[config.mk]
export PLATFORM = sky130hd
export DESIGN_NAME = pulse_dispatch
export DESIGN_NICKNAME = d
export VERILOG_FILES = /design/src/rtl/pulse_dispatch_pkg.sv /design/src/rtl/pulse_dispatch_chan.sv /design/src/rtl/sync_fifo.sv /design/src/rtl/pulse_dispatch.sv
export SDC_FILE = /design/constraint.sdc
export NUM_CORES = 1
export LEC_CHECK = 0
export ABC_AREA = 1
export CAP_MARGIN = 10
export CORE_ASPECT_RATIO = 0.8
export CORE_MARGIN = 4
export CORE_UTILIZATION = 30
export CTS_BUF_LIST = sky130_fd_sc_hd__clkbuf_4
export DETAILED_ROUTE_END_ITERATION = 12
export DONT_BUFFER_PORTS = 1
export PLACE_DENSITY = 0.43
export SYNTH_ARGS = -nofsm -noshare
export SYNTH_HDL_FRONTEND = slang
export SYNTH_SLANG_ARGS = --single-unit
[constraint.sdc]
create_clock -name clk -period 7.8 [get_ports clk]
set_input_delay 2.34 -clock clk [delete_from_list [all_inputs] [get_ports clk]]
set_output_delay 2.34 -clock clk [all_outputs]
set_load 0.05 [all_outputs]
[src/rtl/pulse_dispatch_pkg.sv]
// Shared types and field helpers for the pulse dispatcher.
// Holds the channel FSM encoding, cfg field positions and command word layout.
package pulse_dispatch_pkg;

    typedef enum logic [1:0] {
        ST_IDLE = 2'd0,
        ST_ARM  = 2'd1,
        ST_WAIT = 2'd2
    } chan_state_t;

    localparam int CFG_SEL_LSB     = 0;
    localparam int DEF_ENV_START_W = 12;
    localparam int DEF_ENV_LEN_W   = 12;
    localparam int DEF_AMP_WIDTH   = 16;
    localparam int DEF_FREQ_WIDTH  = 9;
    localparam int DEF_PHASE_WIDTH = 17;
    localparam int DEF_MODE_W      = 2;

    // Command layout, MSB first: env start, env length, amp, freq, phase, mode.
    typedef struct packed {
        logic [DEF_ENV_START_W-1:0] env_start;
        logic [DEF_ENV_LEN_W-1:0]   env_len;
        logic [DEF_AMP_WIDTH-1:0]   amp;
        logic [DEF_FREQ_WIDTH-1:0]  freq;
        logic [DEF_PHASE_WIDTH-1:0] phase;
        logic [DEF_MODE_W-1:0]      mode;
    } cmd_t;

    function automatic int cfg_mode_lsb(input int sel_w);
        return sel_w;
    endfunction

    function automatic int cmd_width(input int es, input int el, input int amp,
                                     input int freq, input int ph, input int mode);
        return es + el + amp + freq + ph + mode;
    endfunction

endpackage

[src/rtl/pulse_dispatch_chan.sv]
// One element channel: command FIFO plus issue FSM with an ARM timeout.
// A command issues only from IDLE with the element free; fields hold between strobes.
module pulse_dispatch_chan
    import pulse_dispatch_pkg::*;
#(
    parameter int CMD_W      = 68,
    parameter int FIFO_DEPTH = 4,
    parameter int ARM_CYCLES = 8
) (
    input  logic                        clk,
    input  logic                        rst_n,
    input  logic                        flush,
    input  logic                        push,
    input  logic [CMD_W-1:0]            push_dat,
    input  logic                        busy,
    output logic                        cmdstb,
    output logic [CMD_W-1:0]            cmd_dat,
    output logic                        idle,
    output logic                        empty,
    output logic                        full,
    output logic [$clog2(FIFO_DEPTH):0] level
);
    localparam int CNT_W = $clog2(ARM_CYCLES) + 1;

    chan_state_t      state;
    logic [CNT_W-1:0] arm_cnt;
    logic [CMD_W-1:0] head;
    logic             pop;

    assign pop  = (state == ST_IDLE) & ~empty & ~busy & ~flush;
    assign idle = (state == ST_IDLE);

    sync_fifo #(
        .W     (CMD_W),
        .DEPTH (FIFO_DEPTH)
    ) u_fifo (
        .clk      (clk),
        .rst_n    (rst_n),
        .clr      (flush),
        .push     (push),
        .push_dat (push_dat),
        .pop      (pop),
        .pop_dat  (head),
        .full     (full),
        .empty    (empty),
        .level    (level)
    );

    always_ff @(posedge clk or negedge rst_n) begin
        if (!rst_n) begin
            state   <= ST_IDLE;
            cmdstb  <= 1'b0;
            cmd_dat <= '0;
            arm_cnt <= '0;
        end else begin
            cmdstb <= 1'b0;
            if (flush) begin
                state <= ST_IDLE;
            end else begin
                case (state)
                    ST_IDLE: begin
                        if (pop) begin
                            cmd_dat <= head;
                            cmdstb  <= 1'b1;
                            arm_cnt <= '0;
                            state   <= ST_ARM;
                        end
                    end
                    // An element that never raises busy is treated as a zero-length pulse.
                    ST_ARM: begin
                        if (busy) begin
                            state <= ST_WAIT;
                        end else if (arm_cnt == CNT_W'(ARM_CYCLES - 1)) begin
                            state <= ST_IDLE;
                        end else begin
                            arm_cnt <= arm_cnt + 1'b1;
                        end
                    end
                    ST_WAIT: begin
                        if (!busy) state <= ST_IDLE;
                    end
                    default: state <= ST_IDLE;
                endcase
            end
        end
    end

endmodule

[src/rtl/sync_fifo.sv]
// Generic single-clock FIFO: registered occupancy, combinational head read.
// Pushes while full and pops while empty are ignored; clr empties it in one cycle.
module sync_fifo #(
    parameter int W     = 8,
    parameter int DEPTH = 4
) (
    input  logic                       clk,
    input  logic                       rst_n,
    input  logic                       clr,
    input  logic                       push,
    input  logic [W-1:0]               push_dat,
    input  logic                       pop,
    output logic [W-1:0]               pop_dat,
    output logic                       full,
    output logic                       empty,
    output logic [$clog2(DEPTH):0]     level
);
    localparam int AW = $clog2(DEPTH);

    logic [W-1:0]  mem [DEPTH];
    logic [AW-1:0] wr_ptr;
    logic [AW-1:0] rd_ptr;
    logic [AW:0]   cnt;
    logic          do_push;
    logic          do_pop;

    assign full    = (cnt == (AW+1)'(DEPTH));
    assign empty   = (cnt == '0);
    assign level   = cnt;
    assign pop_dat = mem[rd_ptr];
    assign do_push = push & ~full;
    assign do_pop  = pop & ~empty;

    always_ff @(posedge clk) begin
        if (do_push && !clr) begin
            mem[wr_ptr] <= push_dat;
        end
    end

    always_ff @(posedge clk or negedge rst_n) begin
        if (!rst_n) begin
            wr_ptr <= '0;
            rd_ptr <= '0;
            cnt    <= '0;
        end else if (clr) begin
            wr_ptr <= '0;
            rd_ptr <= '0;
            cnt    <= '0;
        end else begin
            if (do_push) wr_ptr <= wr_ptr + 1'b1;
            if (do_pop)  rd_ptr <= rd_ptr + 1'b1;
            unique case ({do_push, do_pop})
                2'b10:   cnt <= cnt + 1'b1;
                2'b01:   cnt <= cnt - 1'b1;
                default: ;
            endcase
        end
    end

endmodule

[src/rtl/pulse_dispatch.sv]
// Routes processor pulse commands into per-element queues and gates the end-of-program strobe.
// Issue latency two cycles when idle; busy elements back-pressure into their queue, full-queue pushes drop.
module pulse_dispatch
    import pulse_dispatch_pkg::*;
#(
    parameter int N_ELEM      = 3,
    parameter int SEL_W       = 2,
    parameter int MODE_W      = DEF_MODE_W,
    parameter int ENV_START_W = DEF_ENV_START_W,
    parameter int ENV_LEN_W   = DEF_ENV_LEN_W,
    parameter int AMP_WIDTH   = DEF_AMP_WIDTH,
    parameter int FREQ_WIDTH  = DEF_FREQ_WIDTH,
    parameter int PHASE_WIDTH = DEF_PHASE_WIDTH,
    parameter int FIFO_DEPTH  = 4,
    parameter int ARM_CYCLES  = 8
) (
    input  logic                                          clk,
    input  logic                                          reset,
    input  logic                                          in_stb,
    input  logic [SEL_W+MODE_W-1:0]                       in_cfg,
    input  logic [ENV_START_W+ENV_LEN_W-1:0]              in_env,
    input  logic [AMP_WIDTH-1:0]                          in_amp,
    input  logic [FREQ_WIDTH-1:0]                         in_freq,
    input  logic [PHASE_WIDTH-1:0]                        in_phase,
    input  logic                                          in_preset,
    input  logic                                          proc_done,
    input  logic [N_ELEM-1:0]                             elem_busy,
    output logic [N_ELEM-1:0]                             elem_cmdstb,
    output logic [N_ELEM*ENV_START_W-1:0]                 elem_envstart,
    output logic [N_ELEM*ENV_LEN_W-1:0]                   elem_envlength,
    output logic [N_ELEM*AMP_WIDTH-1:0]                   elem_amp,
    output logic [N_ELEM*FREQ_WIDTH-1:0]                  elem_freq,
    output logic [N_ELEM*PHASE_WIDTH-1:0]                 elem_phase,
    output logic [N_ELEM*MODE_W-1:0]                      elem_mode,
    output logic [N_ELEM-1:0]                             elem_reset,
    output logic [N_ELEM*($clog2(FIFO_DEPTH)+1)-1:0]      fifo_level,
    output logic [N_ELEM-1:0]                             overflow,
    output logic                                          bad_sel,
    output logic                                          stbend,
    output logic                                          nobusy
);
    localparam int LVL_W    = $clog2(FIFO_DEPTH) + 1;
    localparam int MODE_LSB = cfg_mode_lsb(SEL_W);
    localparam int CMD_W    = cmd_width(ENV_START_W, ENV_LEN_W, AMP_WIDTH,
                                        FREQ_WIDTH, PHASE_WIDTH, MODE_W);
    localparam int P_MODE   = 0;
    localparam int P_PHASE  = P_MODE + MODE_W;
    localparam int P_FREQ   = P_PHASE + PHASE_WIDTH;
    localparam int P_AMP    = P_FREQ + FREQ_WIDTH;
    localparam int P_LEN    = P_AMP + AMP_WIDTH;
    localparam int P_START  = P_LEN + ENV_LEN_W;
    localparam logic [SEL_W:0] N_ELEM_V = (SEL_W+1)'(N_ELEM);

    logic [SEL_W-1:0]  sel;
    logic              sel_ok;
    logic              stb_live;
    logic [CMD_W-1:0]  cmd_in;
    logic [N_ELEM-1:0] push_req;
    logic [N_ELEM-1:0] full;
    logic [N_ELEM-1:0] empty;
    logic [N_ELEM-1:0] idle;
    logic [CMD_W-1:0]  cmd_q [N_ELEM];

    // A preset cycle discards any strobe arriving alongside it.
    assign stb_live = in_stb & ~in_preset;
    assign sel      = in_cfg[CFG_SEL_LSB +: SEL_W];
    assign sel_ok   = ({1'b0, sel} < N_ELEM_V);
    assign cmd_in   = {in_env[0 +: ENV_START_W],
                       in_env[ENV_START_W +: ENV_LEN_W],
                       in_amp, in_freq, in_phase,
                       in_cfg[MODE_LSB +: MODE_W]};

    for (genvar k = 0; k < N_ELEM; k++) begin : g_chan
        assign push_req[k] = stb_live & sel_ok & (sel == SEL_W'(k));

        pulse_dispatch_chan #(
            .CMD_W      (CMD_W),
            .FIFO_DEPTH (FIFO_DEPTH),
            .ARM_CYCLES (ARM_CYCLES)
        ) u_chan (
            .clk      (clk),
            .rst_n    (reset),
            .flush    (in_preset),
            .push     (push_req[k]),
            .push_dat (cmd_in),
            .busy     (elem_busy[k]),
            .cmdstb   (elem_cmdstb[k]),
            .cmd_dat  (cmd_q[k]),
            .idle     (idle[k]),
            .empty    (empty[k]),
            .full     (full[k]),
            .level    (fifo_level[k*LVL_W +: LVL_W])
        );

        assign elem_envstart[k*ENV_START_W +: ENV_START_W] = cmd_q[k][P_START +: ENV_START_W];
        assign elem_envlength[k*ENV_LEN_W +: ENV_LEN_W]    = cmd_q[k][P_LEN +: ENV_LEN_W];
        assign elem_amp[k*AMP_WIDTH +: AMP_WIDTH]          = cmd_q[k][P_AMP +: AMP_WIDTH];
        assign elem_freq[k*FREQ_WIDTH +: FREQ_WIDTH]       = cmd_q[k][P_FREQ +: FREQ_WIDTH];
        assign elem_phase[k*PHASE_WIDTH +: PHASE_WIDTH]    = cmd_q[k][P_PHASE +: PHASE_WIDTH];
        assign elem_mode[k*MODE_W +: MODE_W]               = cmd_q[k][P_MODE +: MODE_W];
    end

    always_ff @(posedge clk or negedge reset) begin
        if (!reset) begin
            overflow   <= '0;
            bad_sel    <= 1'b0;
            elem_reset <= '0;
            nobusy     <= 1'b0;
            stbend     <= 1'b0;
        end else begin
            overflow   <= overflow | (push_req & full);
            bad_sel    <= bad_sel | (stb_live & ~sel_ok);
            elem_reset <= {N_ELEM{in_preset}};
            nobusy     <= ~|elem_busy;
            stbend     <= proc_done & (&empty) & (&idle) & ~|elem_busy;
        end
    end

endmodule
# Yosys cells after proc, flatten, opt, wreduce, memory -nomap -nowiden
# Memory sizes are Yosys's and may differ from the RTL's. A register that Yosys moved wholly into a read port is not among the register bits.
# Cells that the tools add are included.
# totals
wordCells,220
in_bits,78
reg_bits,49
output_inout_bits,225
n_memories,3
mem_bits_rw,816
# mem_list
memory,depth,width,read_ports,rd_clocked_by_memory_dff,write_ports,line_no,text
g_chan[0].u_chan.u_fifo.mem,4,68,1,1,1,sync_fifo.sv:20,logic [W-1:0] mem [DEPTH];
g_chan[1].u_chan.u_fifo.mem,4,68,1,1,1,sync_fifo.sv:20,
g_chan[2].u_chan.u_fifo.mem,4,68,1,1,1,sync_fifo.sv:20,
# op_classes
bitwise_logic,38
muxes,63
eq_ne,38
reduce_logical,39
addsub,15
order_cmp,1
# ops
cell,n
two-way mux 2 bit,27
two-way mux 4 bit,9
bitwise AND 1 bit,24
one-hot mux 4 bit (2 select lines),3
AND reduction 3 bit,8
!= test 2 bit (second input constant),9
!= test 3 bit (second input constant),6
one-hot mux 2 bit (3 select lines),3
one-hot mux 3 bit (2 select lines),3
nonzero test 2 bit,9
two-way mux 1 bit,15
AND reduction 5 bit,3
== test 2 x 1 -> 1 bit (second input constant),7
== test 2 bit (second input constant),7
adder 2 x 1 -> 2 bit (second input constant),6
adder 4 x 1 -> 4 bit (second input constant),3
== test 4 x 3 -> 1 bit (second input constant),3
!= test 4 x 3 -> 1 bit (second input constant),3
inverter 1 bit,11
adder 3 x 1 -> 3 bit (second input constant),3
== test 3 bit (second input constant),3
logical NOT 3 bit,3
two-way mux 3 bit,3
nonzero test 3 bit,3
other kinds (9),20

# Logic depth before layout (Yosys ltp)
# logic_depth
depth_word,9
mapped_depth,15
mapped_depth_nobuf,14

# Cells and area by module
# From an unflattened synthesis, not the netlist that was laid out.
# unflattened
hier_cells,3218
area_unflattened_um2,40867.9
# modules_own_cells
module,n_inst,area_per_inst_um2,cells_each,seq_area_each_um2
sync_fifo,3,10598.9,727,8343.0
pulse_dispatch_chan,3,2910.3,331,1876.8
pulse_dispatch,1,340.3,44,175.2

# Worst setup path before layout
# No wires, ideal clock.
# synth_path
kind,input -> register
startpoint,in in_preset
endpoint,"mem g_chan[0].u_chan.u_fifo.mem[0][0] (netlist bit), enable pin"
path_buffers,1
setup_ps,494
cell_stages,6
slack_ps,1620
arrival_ps,5686
cell_sequence,buf_6 > inv_8 > nand2_4 > nor2_1 > nand2_2 > nor2_1
# synth_via
elab_chain_len,8
elab_cells_between_ends,9
cone_classes,mux (2); bitwise (5); reduce/logical (2)
# synth_lines
item,line_no,text
"start, declared",pulse_dispatch.sv:25,"input logic in_preset,"
inverter 1 bit (no line),-,
bitwise AND 1 bit,pulse_dispatch.sv:65,assign stb_live = in_stb & ~in_preset;
bitwise AND 1 bit (2 in a row),pulse_dispatch.sv:74,assign push_req[k] = stb_live & sel_ok & (sel == SEL_W'(k));
bitwise AND 1 bit,sync_fifo.sv:31,assign do_push = push & ~full;
logical AND 1 bit (*),sync_fifo.sv:35,if (do_push && !clr) begin
two-way mux 1 bit (*),sync_fifo.sv:35,
two-way mux 1 bit (not written as such) (*),sync_fifo.sv:36,mem[wr_ptr] <= push_dat;
"end, declared",sync_fifo.sv:20,
# Mark *: on every way between the ends. The rest lies on a longest branch, timed or not.

# Worst setup path in the final report
# layout_path
startpoint,reg g_chan[1].u_chan.u_fifo.cnt[2]
endpoint,out fifo_level[5]
# layout_rtl
item,line_no,text
"start, declared",sync_fifo.sv:23,logic [AW:0] cnt;
"start signal, assigned",sync_fifo.sv:53,2'b10: cnt <= cnt + 1'b1;
"start signal, assigned",sync_fifo.sv:54,2'b01: cnt <= cnt - 1'b1;
"end, declared",pulse_dispatch.sv:36,"output logic [N_ELEM*($clog2(FIFO_DEPTH)+1)-1:0] fifo_level,"
# No word-level cell between the ends.

==> run_results.csv <==
group,metric,value,unit
synth,ys.flop_type,"edfxtp_1",
final_layout,final_cell_mix,"edfxtp_1, nand2_1, clkbuf_4",
cts,cts_root_buffer,"clkbuf_4",
route,wirelength,123,mm
pwr,p_sw_frac,0.314,
grt,grt_max_degree,254,
floorplan,rows,120,
sta,drv_slew,0,
route,vias,25136,
synth,synthAdderAreaFrac,0.00613,
cts,clk_pin_slew_worst_paths,0.07,ns
cts,tritoncts,"built",
cts,cts_buffer_depth,4,
sta,clock_skew,0.0588,ns
sta,rsz0062_at_grt,"no",
grt,antenna_found_initial,4,
synth,synth.distinct_cells,37,
final_layout,layout_commonest_cell,"edfxtp_1",
worst_hold_path,min_path_type,"register to register",
sta,worst_pin_slew,1.19,ns
synth,synth_top_family_by_area,"simple AND/OR/NAND/NOR gates",
cts,cts-resized-gates,0,
sta,hold_viol,0,
final_layout,final_nets,3434,
final_layout,n_fill_cell,13379,
sta,finalCritPeriodShare,0.557,
final_layout,seq_area,0.0309,mm2
grt,track_usage,0.174,
final_layout,drive_gt1_frac,0.160,
grt,use_met1,0.237,
pwr,sequentialPowerShare,0.589,
worst_hold_path,whs_path_depth,1,
synth,synth_xor_area_frac,0.00130,
floorplan,die_w,419,um
sta,fmax,230,MHz
grt,grtUsageMet2,0.263,
final_layout,multiInputGateArea,0.00854,mm2
worst_setup_path,path_class,"register to output pin",
grt,overflow,0,
worst_setup_path,crit_cells,0,
grt,met3_usage,0.0512,
synth,syn_avg_cell_area,12.7,um2
job,drv_cap,0,
worst_setup_path,worstPathMaxFanout,7,
route,drt-vias-per-instance,4.71,
worst_setup_path,cp_data_required_time,5.46,ns
placed_design,gp_congestion,0.723,
synth,synth-simple-area-share,0.114,
route,drtPass1Iterations,5,
route,dr.first_iter.drc_count,1825,
grt,grt_first_pass_wirelength,179,mm
route,avgRoutedWirePerCell,23.1,um
floorplan,die_y,336,um
floorplan,die_area,0.141,mm2
cts,post_cts.repair.setup_buffers,0,
pwr,p_sw,0.00434,W
grt,top_usage_layer,"met2",
worst_setup_path,reg2regPathDepth,7,
pwr,powerDensity,301,mW/mm2
sta,slew_headroom,0.205,
pwr,p_comb_frac,0.040,
sta,setup_violations,0,
route,drtAntennaViolNets,0,
sta,fin_setup_tns,0,ns
pwr,peakVddDrop,147,uV
synth,synth_seq_cells,1069,
synth,yosysWarningCount,0,
worst_setup_path,start_kind,"register",
synth,synth_mux_area_frac,0,
floorplan,start_util,0.302,
placed_design,port_buffers,0,
cts,cts_hold_buf,0,
cts,cts_sinks,1069,
cts,cts_buffers,306,
floorplan,coreArea,0.134,mm2
synth,ys_seq_area_frac,0.762,
synth,netlist_area,0.0404,mm2
sta,period_minus_slack,4.35,ns
pwr,p_leak,17.4,nW
run_status,status,"completed",
placed_design,dp_hpwl,70.9,mm
synth,synth_compound_area_frac,0.0875,
route,drc,0,
cts,h-tree-depth,5,
worst_setup_path,endpoint_kind,"output pin",
sta,holdWs,0.505,ns
pwr,pwr-share-clk,0.371,
worst_setup_path,crit_arrival,2.01,ns
final_layout,area_growth,13.6,%
floorplan,io_pins,303,
synth,synthArstFlopShare,0.237,
pwr,internal_power,0.00948,W
synth,synthCells,3176,
synth,synth-edff-count,816,
grt,grt_pass1_vias,25014,
synth,syn_nets,3272,
cts,clock_latency,1.20,ns
sequential cells by signal, indices dropped and copies added, names as in the netlist:
register / cells
g_chan.u_chan.state: 6
g_chan.u_chan.u_fifo.wr_ptr: 6
g_chan.u_chan.u_fifo.level: 9
g_chan.u_chan.u_fifo.mem: 816
elem_reset: 1
overflow: 3
g_chan.u_chan.cmd_dat: 204
g_chan.u_chan.u_fifo.rd_ptr: 6
nobusy: 1
g_chan.u_chan.cmdstb: 3
bad_sel: 1
stbend: 1
g_chan.u_chan.arm_cnt: 12
cell type report:
cell class                 count  area share
antenna                        8    0.000436
clock buffer                 452      0.0738
inverter                      71     0.00651
tap                         1769      0.0482
timing repair buffer          34     0.00555
clock inverter                73     0.00847
multi-input combinational   1856       0.186
sequential                  1069       0.671
synthesized netlist by cell type (2+ instances only):
master | number | area (um2)
nor2_1 | 442 | 1660
dfrtp_1 | 253 | 6330
nand2_2 | 4 | 25.0
buf_4 | 24 | 180
o21bai_1 | 2 | 15.0
fa_1 | 3 | 60.1
o21ai_0 | 403 | 2020
a21oi_2 | 3 | 26.3
inv_1 | 53 | 199
nand3_1 | 18 | 90.1
clkbuf_1 | 95 | 357
ha_1 | 15 | 188
nand3_4 | 3 | 52.6
nor2_2 | 2 | 12.5
nor2_4 | 4 | 45.0
o22ai_1 | 204 | 1280
nand2_1 | 697 | 2620
nand4_1 | 5 | 31.3
o21ai_1 | 24 | 120
nand3_2 | 5 | 50.1
a21oi_1 | 8 | 40.0
buf_2 | 47 | 235
clkbuf_2 | 6 | 30.0
xor2_1 | 5 | 43.8
inv_2 | 15 | 56.3
buf_6 | 7 | 78.8
edfxtp_1 | 816 | 24500
nand2_4 | 2 | 22.5
inv_4 | 2 | 12.5
a211oi_1 | 2 | 15.0
power groups by stage:
stage | combinational (W) | sequential, W | clock, W
2_1_floorplan | 0.000444 | 0.00807 | 0
3_3_place_gp | 0.000551 | 0.00829 | 0
3_5_place_dp | 0.000559 | 0.00828 | 0
4_1_cts | 0.000564 | 0.00816 | 0.00534
5_1_grt | 0.000647 | 0.00819 | 0.00568
6_report | 0.000550 | 0.00814 | 0.00513
worst paths after layout:
check / startpoint / slack (ns) / endpoint
worst max-delay path: g_chan[1].u_chan.u_fifo.level[2] / 3.45 / fifo_level[5]
worst min-delay path: g_chan[0].u_chan.arm_cnt[0] / 0.50 / g_chan[0].u_chan.arm_cnt[0]
worst max register to register: g_chan[2].u_chan.u_fifo.level[0] / 4.36 / g_chan[2].u_chan.cmd_dat[46]
worst min register to register: g_chan[0].u_chan.arm_cnt[0] / 0.50 / g_chan[0].u_chan.arm_cnt[0]
max in group asynchronous: reset / 6.16 / g_chan[1].u_chan.cmd_dat[44]
min in group asynchronous: reset / 0.88 / elem_reset[0]
cell families (layout without fill, tap and decap cells):
kind of cell,Yosys count,after routing
compound gates,649,649
xor+xnor,6,6
fa+ha+maj,18,18
buf+inv,251,630
flops,1069,1069
other cells,0,8
simple gates,1183,1183
per-stage QoR:
stage / area, um2 / cells / worst slack [ns] / power (W) / util
final: 46000 / 5332 / 3.45 / 0.0138 / 0.343
after global routing: 46000 / 5330 / 3.25 / 0.0145 / 0.343
after CTS: 45900 / 5324 / 3.28 / 0.0141 / 0.343
after detailed placement: 42200 / 4799 / 2.77 / 0.00884 / 0.315
after global placement: 42200 / 4799 / 2.80 / 0.00884 / 0.315
after floorplan: 40400 / 3176 / 1.62 / 0.00851 / -
layer usage:
metal | routed length [um] | vias to the layer above
met5 | 0 | -
met4 | 2710 | 0
met3 | 8330 | 184
met2 | 55900 | 674
met1 | 56200 | 12551
li1 | - | 11727
Note: power is estimated with default switching activity, not from simulation.
